<file path="src/rtl/seg_pkg.sv">
// Shared definitions for the multiplexed 7-segment driver.
// Glyphs are active-high {dp,g,f,e,d,c,b,a}. Output polarity is applied
// only at the driver's output register.
package seg_pkg;

   localparam logic [7:0] GLYPH_DIGIT [10] = '{
      8'h3F, 8'h06, 8'h5B, 8'h4F, 8'h66,
      8'h6D, 8'h7D, 8'h07, 8'h7F, 8'h6F
   };
   localparam logic [7:0] GLYPH_MINUS = 8'h40;
   localparam logic [7:0] GLYPH_BLANK = 8'h00;
   localparam logic [7:0] GLYPH_DP    = 8'h80;

   typedef enum logic [1:0] {GS_DIGIT, GS_MINUS, GS_BLANK} glyph_sel_t;

   typedef enum logic [1:0] {CV_IDLE, CV_SHIFT, CV_COMMIT} cv_state_t;

   // Non-decimal nibbles cannot come out of the converter; blank them anyway.
   function automatic logic [7:0] digit_glyph(input logic [3:0] nib);
      if (nib < 4'd10) return GLYPH_DIGIT[nib];
      return GLYPH_BLANK;
   endfunction

endpackage

</file>
<file path="src/rtl/bin2bcd_seq.sv">
// Sequential shift-add-3 binary to BCD converter with a one-deep pending slot.
// Ports:
//   sys_clk, sys_rst  clock, synchronous active-high reset
//   data, data_vld    value and start strobe (accepted at any time)
//   busy              conversion in progress
//   bcd, ovf          committed result; changes atomically, never partial
//
// state     | meaning
// CV_IDLE   | waiting for data_vld
// CV_SHIFT  | one add-3/shift iteration per cycle, DATA_W cycles
// CV_COMMIT | publish result, or restart at once on a newer value
module bin2bcd_seq
   import seg_pkg::*;
#(
   parameter int DIGITS = 6,
   parameter int DATA_W = 20
) (
   input  logic                  sys_clk,
   input  logic                  sys_rst,
   input  logic [DATA_W-1:0]     data,
   input  logic                  data_vld,
   output logic                  busy,
   output logic [4*DIGITS-1:0]   bcd,
   output logic                  ovf
);

   localparam int BCD_W = 4*DIGITS;
   localparam int CNT_W = $clog2(DATA_W+1);
   localparam logic [31:0] OVF_LIM = 32'(10**DIGITS);

   cv_state_t state, state_nxt;
   logic [DATA_W-1:0] bin_q, pend_data, load_data;
   logic [BCD_W-1:0]  acc_q, acc_adj;
   logic [CNT_W-1:0]  iter_cnt;
   logic              ovf_q, pend_q, load;

   always_comb begin
      acc_adj = acc_q;
      for (int i = 0; i < DIGITS; i++) begin
         if (acc_q[4*i +: 4] >= 4'd5) acc_adj[4*i +: 4] = acc_q[4*i +: 4] + 4'd3;
      end
   end

   // A newer value arriving while busy supersedes the one in flight: the
   // in-flight result is dropped at COMMIT instead of being shown briefly.
   always_comb begin
      state_nxt = state;
      load      = 1'b0;
      load_data = data;
      case (state)
         CV_IDLE: begin
            if (data_vld) begin
               load      = 1'b1;
               state_nxt = CV_SHIFT;
            end
         end
         CV_SHIFT: begin
            if (iter_cnt == '0) state_nxt = CV_COMMIT;
         end
         CV_COMMIT: begin
            if (data_vld || pend_q) begin
               load      = 1'b1;
               load_data = data_vld ? data : pend_data;
               state_nxt = CV_SHIFT;
            end else begin
               state_nxt = CV_IDLE;
            end
         end
         default: state_nxt = CV_IDLE;
      endcase
   end

   always_ff @(posedge sys_clk) begin
      if (sys_rst) begin
         state     <= CV_IDLE;
         bin_q     <= '0;
         acc_q     <= '0;
         iter_cnt  <= '0;
         ovf_q     <= 1'b0;
         pend_q    <= 1'b0;
         pend_data <= '0;
         bcd       <= '0;
         ovf       <= 1'b0;
      end else begin
         state <= state_nxt;
         if (load) begin
            bin_q    <= load_data;
            acc_q    <= '0;
            ovf_q    <= 32'(load_data) >= OVF_LIM;
            iter_cnt <= CNT_W'(DATA_W-1);
         end else if (state == CV_SHIFT) begin
            {acc_q, bin_q} <= {acc_adj, bin_q} << 1;
            if (iter_cnt != '0) iter_cnt <= iter_cnt - 1'b1;
         end
         if (load) begin
            pend_q <= 1'b0;
         end else if (busy && data_vld) begin
            pend_q    <= 1'b1;
            pend_data <= data;
         end
         if (state == CV_COMMIT && !load) begin
            bcd <= acc_q;
            ovf <= ovf_q;
         end
      end
   end

   assign busy = (state != CV_IDLE);

endmodule

</file>
<file path="src/rtl/seg_dynamic_param.sv">
// Time-multiplexed 7-segment driver with BCD conversion, leading-zero
// blanking, sign, decimal points, blink and overflow dashes.
// Ports:
//   sys_clk, sys_rst   clock, synchronous active-high reset
//   data, data_vld     value to display and its load strobe
//   point, sign, blink per-digit dp, minus sign, per-digit blink (live)
//   seg_en             display enable (live)
//   busy               conversion in progress
//   sel                one-hot digit select, polarity per SEL_ACT_LOW
//   seg                {dp,g,f,e,d,c,b,a}, polarity per SEG_ACT_LOW
module seg_dynamic_param
   import seg_pkg::*;
#(
   parameter int DIGITS      = 6,
   parameter int DATA_W      = 20,
   parameter int SCAN_CNT    = 50000,
   parameter int BLINK_TICKS = 250,
   parameter bit SEG_ACT_LOW = 1'b1,
   parameter bit SEL_ACT_LOW = 1'b0
) (
   input  logic              sys_clk,
   input  logic              sys_rst,
   input  logic [DATA_W-1:0] data,
   input  logic              data_vld,
   input  logic [DIGITS-1:0] point,
   input  logic              sign,
   input  logic [DIGITS-1:0] blink,
   input  logic              seg_en,
   output logic              busy,
   output logic [DIGITS-1:0] sel,
   output logic [7:0]        seg
);

   localparam int SCAN_W = $clog2(SCAN_CNT);
   localparam int BLK_W  = (BLINK_TICKS > 1) ? $clog2(BLINK_TICKS) : 1;
   localparam int IDX_W  = $clog2(DIGITS);

   logic [4*DIGITS-1:0] disp_bcd;
   logic                disp_ovf;
   logic [SCAN_W-1:0]   scan_cnt;
   logic [BLK_W-1:0]    blink_cnt;
   logic [IDX_W-1:0]    idx, msd;
   logic                tick, blink_ph;
   glyph_sel_t          gsel;
   logic [7:0]          seg_raw;
   logic [DIGITS-1:0]   sel_raw;

   bin2bcd_seq #(.DIGITS(DIGITS), .DATA_W(DATA_W)) u_conv (
      .sys_clk  (sys_clk),
      .sys_rst  (sys_rst),
      .data     (data),
      .data_vld (data_vld),
      .busy     (busy),
      .bcd      (disp_bcd),
      .ovf      (disp_ovf)
   );

   assign tick = (scan_cnt == '0);

   // Most significant digit that must be shown: a set decimal point keeps
   // its zero digit visible.
   always_comb begin
      msd = '0;
      for (int i = 0; i < DIGITS; i++) begin
         if (disp_bcd[4*i +: 4] != 4'd0 || point[i]) msd = IDX_W'(i);
      end
   end

   always_comb begin
      gsel = GS_DIGIT;
      if (disp_ovf)                gsel = GS_MINUS;
      else if (blink[idx] && blink_ph) gsel = GS_BLANK;
      else if (idx > msd)          gsel = (sign && idx == msd + 1'b1) ? GS_MINUS : GS_BLANK;

      case (gsel)
         GS_DIGIT: seg_raw = digit_glyph(disp_bcd[{idx, 2'b00} +: 4])
                             | (point[idx] ? GLYPH_DP : GLYPH_BLANK);
         GS_MINUS: seg_raw = GLYPH_MINUS;
         default:  seg_raw = GLYPH_BLANK;
      endcase
      sel_raw = DIGITS'(1) << idx;

      if (!seg_en) begin
         seg_raw = GLYPH_BLANK;
         sel_raw = '0;
      end
   end

   always_ff @(posedge sys_clk) begin
      if (sys_rst) begin
         scan_cnt  <= SCAN_W'(SCAN_CNT-1);
         blink_cnt <= BLK_W'(BLINK_TICKS-1);
         blink_ph  <= 1'b0;
         idx       <= '0;
         sel       <= SEL_ACT_LOW ? '1 : '0;
         seg       <= SEG_ACT_LOW ? 8'hFF : 8'h00;
      end else begin
         scan_cnt <= tick ? SCAN_W'(SCAN_CNT-1) : scan_cnt - 1'b1;
         if (tick) begin
            idx <= (idx == IDX_W'(DIGITS-1)) ? '0 : idx + 1'b1;
            if (blink_cnt == '0) begin
               blink_cnt <= BLK_W'(BLINK_TICKS-1);
               blink_ph  <= ~blink_ph;
            end else begin
               blink_cnt <= blink_cnt - 1'b1;
            end
            sel <= SEL_ACT_LOW ? ~sel_raw : sel_raw;
            seg <= SEG_ACT_LOW ? ~seg_raw : seg_raw;
         end
      end
   end

endmodule

</file>
<file path="config.mk">
export PLATFORM = sky130hd
export DESIGN_NAME = seg_dynamic_param
export DESIGN_NICKNAME = d
export VERILOG_FILES = /design/src/rtl/seg_pkg.sv /design/src/rtl/bin2bcd_seq.sv /design/src/rtl/seg_dynamic_param.sv
export SDC_FILE = /design/constraint.sdc
export NUM_CORES = 1
export LEC_CHECK = 0
export BUFFER_PORTS_ARGS = -buffer_cell sky130_fd_sc_hd__buf_2
export CAP_MARGIN = 20
export CORE_UTILIZATION = 45
export CTS_BUF_LIST = sky130_fd_sc_hd__clkbuf_16
export CTS_CLUSTER_DIAMETER = 40
export CTS_CLUSTER_SIZE = 20
export DETAILED_ROUTE_END_ITERATION = 8
export PLACE_DENSITY_LB_ADDON = 0.1
export SYNTH_ARGS = -nofsm -noshare
export SYNTH_HDL_FRONTEND = slang
export SYNTH_SLANG_ARGS = --single-unit
</file>
<file path="constraint.sdc">
create_clock -name sys_clk -period 8 [get_ports sys_clk]
set_input_delay 0 -clock sys_clk [delete_from_list [all_inputs] [get_ports sys_clk]]
set_output_delay 0 -clock sys_clk [all_outputs]
set_load 0.02 [all_outputs]
</file>
# Word level (Yosys, flattened, before mapping)
# Memory sizes are Yosys's and may differ from the RTL's.
# Cells that the tools add are included.
# word_totals
reg_bits,140
rom_bits,128
inputBits,37
output_inout_bits,15
word_cells,132
n_memories,1
# op_classes
add_sub_neg,11
magnitude_cmp,11
eq_ne,7
shift,2
n_mux,47
bitwise_logic,5
reduce_logical,32
# mem_list
memory,words,word_bits,read_ports,rd_clocked_by_memory_dff,write_ports,line,source
(name not given),16,8,1,0,0,seg_pkg.sv:20,if (nib < 4'd10) return GLYPH_DIGIT[nib];
# ops
cell,n
$mux W20,5
$mux W8,8
$ge A4 B3 Y1 const B,6
$shiftx A24 B6 Y4,1
$add A4 B2 Y4 const B,5
$ge A20 B20 Y1 const B,1
$mux W4,5
$reduce_bool A4 Y1,5
$mux W3,6
$logic_not A16 Y1,1
$pmux W8 S2,1
$sub A16 B1 Y16 const B,1
$mux W5,3
$mux W2,6
$reduce_and A2 Y1,5
$logic_not A8 Y1,1
$mux W1,8
$not A8 Y8,1
$or A8 B8 Y8,1
$sub A8 B1 Y8 const B,1
$add A3 B1 Y3 const B,2
$bmux W1 S3,2
$logic_or A1 B1 Y1,6
$mux W6,1
24 further kinds,33

# Logic depth before layout (Yosys ltp)
# depth
word_depth,22
mapped_depth,11
depth_no_buf,11

# Cells and area by module
# Synthesis repeated with hierarchy kept, for this count alone.
# unflattened
cells_unflattened,834
area_unflattened_um2,6889.1
# by_module_without_submodules
module,n_inst,cells_per_inst,area_per_inst_um2,seq_area_each_um2
bin2bcd_seq,1,560,4430.5,1961.9
seg_dynamic_param,1,274,2458.6,840.8

# Worst setup path after synthesis
# OpenSTA, ideal clock, no wires.
# synth_path
kind,register to register
startpoint,reg u_conv.bcd[20]
endpoint,reg seg[5]
setup_time_ps,123
arrival_time_ps,2527
t_required_ps,7877
slack_ps,5351
path_stages_with_launch,11
path_buffers,0
synth_period_minus_slack_ps,2649
cell_sequence,dfxtp_1 > or4_1 > nor4_1 > o31ai_1 > ha_1 > nor2b_1 > o21ai_0 > a32oi_1 > nor4_2 > and2b_2 > a21oi_1
# synth_via
elab_chain_len,14
word_cells_on_any_way,28
classes_between,add/sub (1); order compare (2); eq/ne (2); shift (1); mux (14); bitwise (3); reduce/logical (4); memory (1)
# synth_rtl
element,line,source
start: declaration,bin2bcd_seq.sv:23,"output logic [4*DIGITS-1:0] bcd,"
start signal: assignment,bin2bcd_seq.sv:102,bcd <= acc_q;
branches (longest 11 deep; another with $mem_v2 Z16 W8),-,
$pmux W8 S2 (*),seg_dynamic_param.sv:75,case (gsel)
$mux W8 (*),seg_dynamic_param.sv:83,if (!seg_en) begin
$not A8 Y8 (*),seg_dynamic_param.sv:108,seg <= SEG_ACT_LOW ? ~seg_raw : seg_raw;
end signal: assignment,seg_dynamic_param.sv:96,seg <= SEG_ACT_LOW ? 8'hFF : 8'h00;
end signal: assignment,seg_dynamic_param.sv:108,
end: declaration,seg_dynamic_param.sv:31,output logic [7:0] seg
# Mark *: on every way between the ends. The select of a mux whose other input is x is not followed.
# A chain may end at the register's enable or synchronous reset.

# Final worst setup path
# Same ends and word-level chain as after synthesis.

==> reports/metrics.yaml <==
status:
  status: "finished clean"
routing:
  num_vias: 5831
  routedWlPerCell_um: 13.88
  drc: 0
  ant_nets: 0
  drt-initial-drc-count: 315
  drt-pass1-iter-count: 4
  via_per_inst: 5.350
  routed_wl_um: 15130
finish:
  fill_cells: 1369
  multi_input_area_um2: 3675
  drive_gt1_share_pct: 11.15
  final_cell_mix: "193 x nand2_1, 140 x dfxtp_1, 105 x a21oi_1, 51 x buf_2, 48 x nor2_1"
  syn_to_final_growth_pct: 16.60
  seq_area_um2: 2803
  nets: 957
  antennaDiodeCount: 0
  final_common_cell: "nand2_1"
placement:
  dp_hpwl_um: 10120
  preCtsSetupSlack_ns: 4.999
  port_buffers: 51
  gp_congestion: 0.8185
global_routing:
  grt_pass1_wl_um: 26080
  grt_max_degree: 88
  gr-total-overflow: 0
  grt_pass1_vias: 5558
  grt_usage_pct: 20.46
  antenna_found_initial: 0
worst_setup_path:
  path_class: "flop to flop"
  cp.required_ns: 8.35
  critPathMaxFanout: 6
  critPathArrivalTime_ns: 3.38
  critPathCaptureType: "flop"
  cp-start-kind: "flop"
power:
  design_power_total_mw: 1.556
  leakagePower_nw: 2.818
  vdd_drop_max_v: 0.0001550
  p_per_area_nw_per_um2: 197.9
clock_network:
  ctsResizeCount: 0
  cts_setup_buffers: 0
  tritoncts: "yes"
  cts_max_path_buffers: 2
  insertion_delay_ns: 0.42
  clockRootBuffer: "clkbuf_16"
  cts-htree-levels: 4
  cts_made_buffers: 17
  clock_sinks: 140
  cts.clk_slew.worst_paths_ns: 0.06
synth:
  synth_seq_area_share_pct: 41.56
  ys_seq_elements: 140
  synth_edf_count: 0
  netlist_instances: 844
  avgSynthCellArea_um2: 7.990
  ys_dominant_reg_cell: "dfxtp_1"
  synth_nets: 908
  ys_async_sr_fraction_pct: 0
  synth_cell_type_count: 53
  synth_area_um2: 6744
  ys_warn_count: 0
floorplan:
  core_area_um2: 14590
  rows: 44
  die_h_um: 124.4
  start_util_pct: 46.23
  die_x_um: 124.4
  num_io_pins: 52
  die-area_um2: 15480
timing:
  maxSlewViolCount: 0
  maxSlewHeadroom_pct: 34.08
  whs_ns: 0.02894
  skew_ns: 0.007351
  rsz0062_at_grt: "false"
  min_period_ns: 3.029
  setup_ws_ns: 4.971
  hold_viol_final: 0
  tns_ns: 0
  setup_viol_count_final: 0
  fmax_mhz: 330.1
  tightest_slew_ns: 0.9874
  finalCritPeriodShare_pct: 37.86
flow_run:
  cap_violations: 0
hold_path:
  hold_class: "input pin to flop"
==> sequential cells by signal (all words and copies together) (netlist names) <==
name,cells
u_conv.pend_q,1
u_conv.state,2
u_conv.ovf_q,1
u_conv.bcd,24
scan_cnt,16
u_conv.iter_cnt,5
u_conv.ovf,1
seg,8
blink_ph,1
u_conv.acc_q,24
sel,6
u_conv.bin_q,20
idx,3
blink_cnt,8
u_conv.pend_data,20
==> worst paths after layout <==
check	from	to	slack (ns)	depth (start not counted)
hold reg to reg	scan_cnt[0]$_SDFF_PP1_	scan_cnt[0]$_SDFF_PP1_	0.42	1
setup / recovery	u_conv.bcd[20]$_SDFFE_PP0P_	seg[5]$_SDFFE_PP1N_	4.97	10
hold / removal	sign	seg[6]$_SDFFE_PP1N_	0.03	4
setup reg to reg	u_conv.bcd[20]$_SDFFE_PP0P_	seg[5]$_SDFFE_PP1N_	4.97	10
==> where the power goes <==
part	internal [mW]	switching [mW]
clock	0.413	0.288
combinational	0.0494	0.0744
sequential	0.717	0.0135
total	1.18	0.376
==> routing by layer <==
metal	share of wire [%]	vias to the layer above	GRT usage (%)
met4	1.5	0	6.733
li1	-	3007	-
met1	48	2721	26.46
met5	0	-	0
met3	3.3	20	4.682
met2	47	83	33.51
==> logic make-up after synthesis <==
kind of cell	Yosys count	share of synthesized area, %
adder cells (fa/ha/maj)	27	5.009
AND/OR/NAND/NOR	349	23.88
XOR/XNOR	37	4.805
AO/OA/AOI/OAI	193	17.05
buffers and inverters	77	4.304
multiplexers	21	3.395
flip-flops	140	41.56
==> final cells by class <==
type                       instances  share of cell area (%)
sequential                       140                   35.64
tap                              184                   2.928
clock inverter                    15                   1.161
timing repair buffer              80                   6.842
multi-input combinational        627                   46.73
inverter                          27                   1.289
clock buffer                      17                   5.410
==> metrics by stage <==
stage                     cell area, um^2  cells  util (%)
final                                7864   1090     53.90
after global routing                 7864   1090     53.90
after CTS                            7849   1089     53.80
after detailed placement             7102   1034     48.68
after global placement               7102   1034     48.68
after floorplan                      6744    844         -
==> Yosys cell counts, types with 2 or more instances <==
library cell | instances | area share [%]
nor3_1 | 16 | 1.2
a311oi_1 | 17 | 2.2
nand2b_1 | 15 | 1.4
dfxtp_1 | 140 | 42
nor4b_1 | 2 | 0.26
mux2i_1 | 15 | 2.2
nand3_1 | 12 | 0.89
a32oi_1 | 2 | 0.26
and2_1 | 3 | 0.28
xor2_1 | 12 | 1.6
buf_1 | 2 | 0.11
and3_1 | 3 | 0.28
o22ai_1 | 5 | 0.46
o21ai_0 | 27 | 2.0
nand2_1 | 193 | 11
nand4b_1 | 4 | 0.52
a32o_1 | 3 | 0.45
ha_1 | 27 | 5.0
nor4_1 | 8 | 0.74
or4b_2 | 2 | 0.30
o2bb2ai_1 | 2 | 0.26
or3_1 | 2 | 0.19
a21oi_1 | 105 | 7.8
inv_1 | 27 | 1.5
o31ai_1 | 7 | 0.78
nor2b_1 | 19 | 1.8
or2_2 | 4 | 0.37
or4_1 | 6 | 0.67
nor2_1 | 48 | 2.7
clkbuf_1 | 47 | 2.6
xnor2_1 | 25 | 3.2
mux2_2 | 5 | 0.83
a211oi_1 | 19 | 2.1
==> worst max-delay path: stages, from the launching register on <==
cell,delay (ns)
dfxtp_1,0.32
or4_1,0.55
nor4_1,0.57
o31ai_1,0.21
ha_1,0.35
nor2b_1,0.13
o21ai_0,0.08
a32oi_1,0.30
nor4_2,0.07
and2b_2,0.24
a21oi_1,0.14
==> what timing repair did <==
action / 4_1_cts / 5_1_grt
hold buffers: 23 / 0
hold endpoints to repair: 24 / 0
setup endpoints to repair: 0 / 0
(Power assumes the default switching activity.)
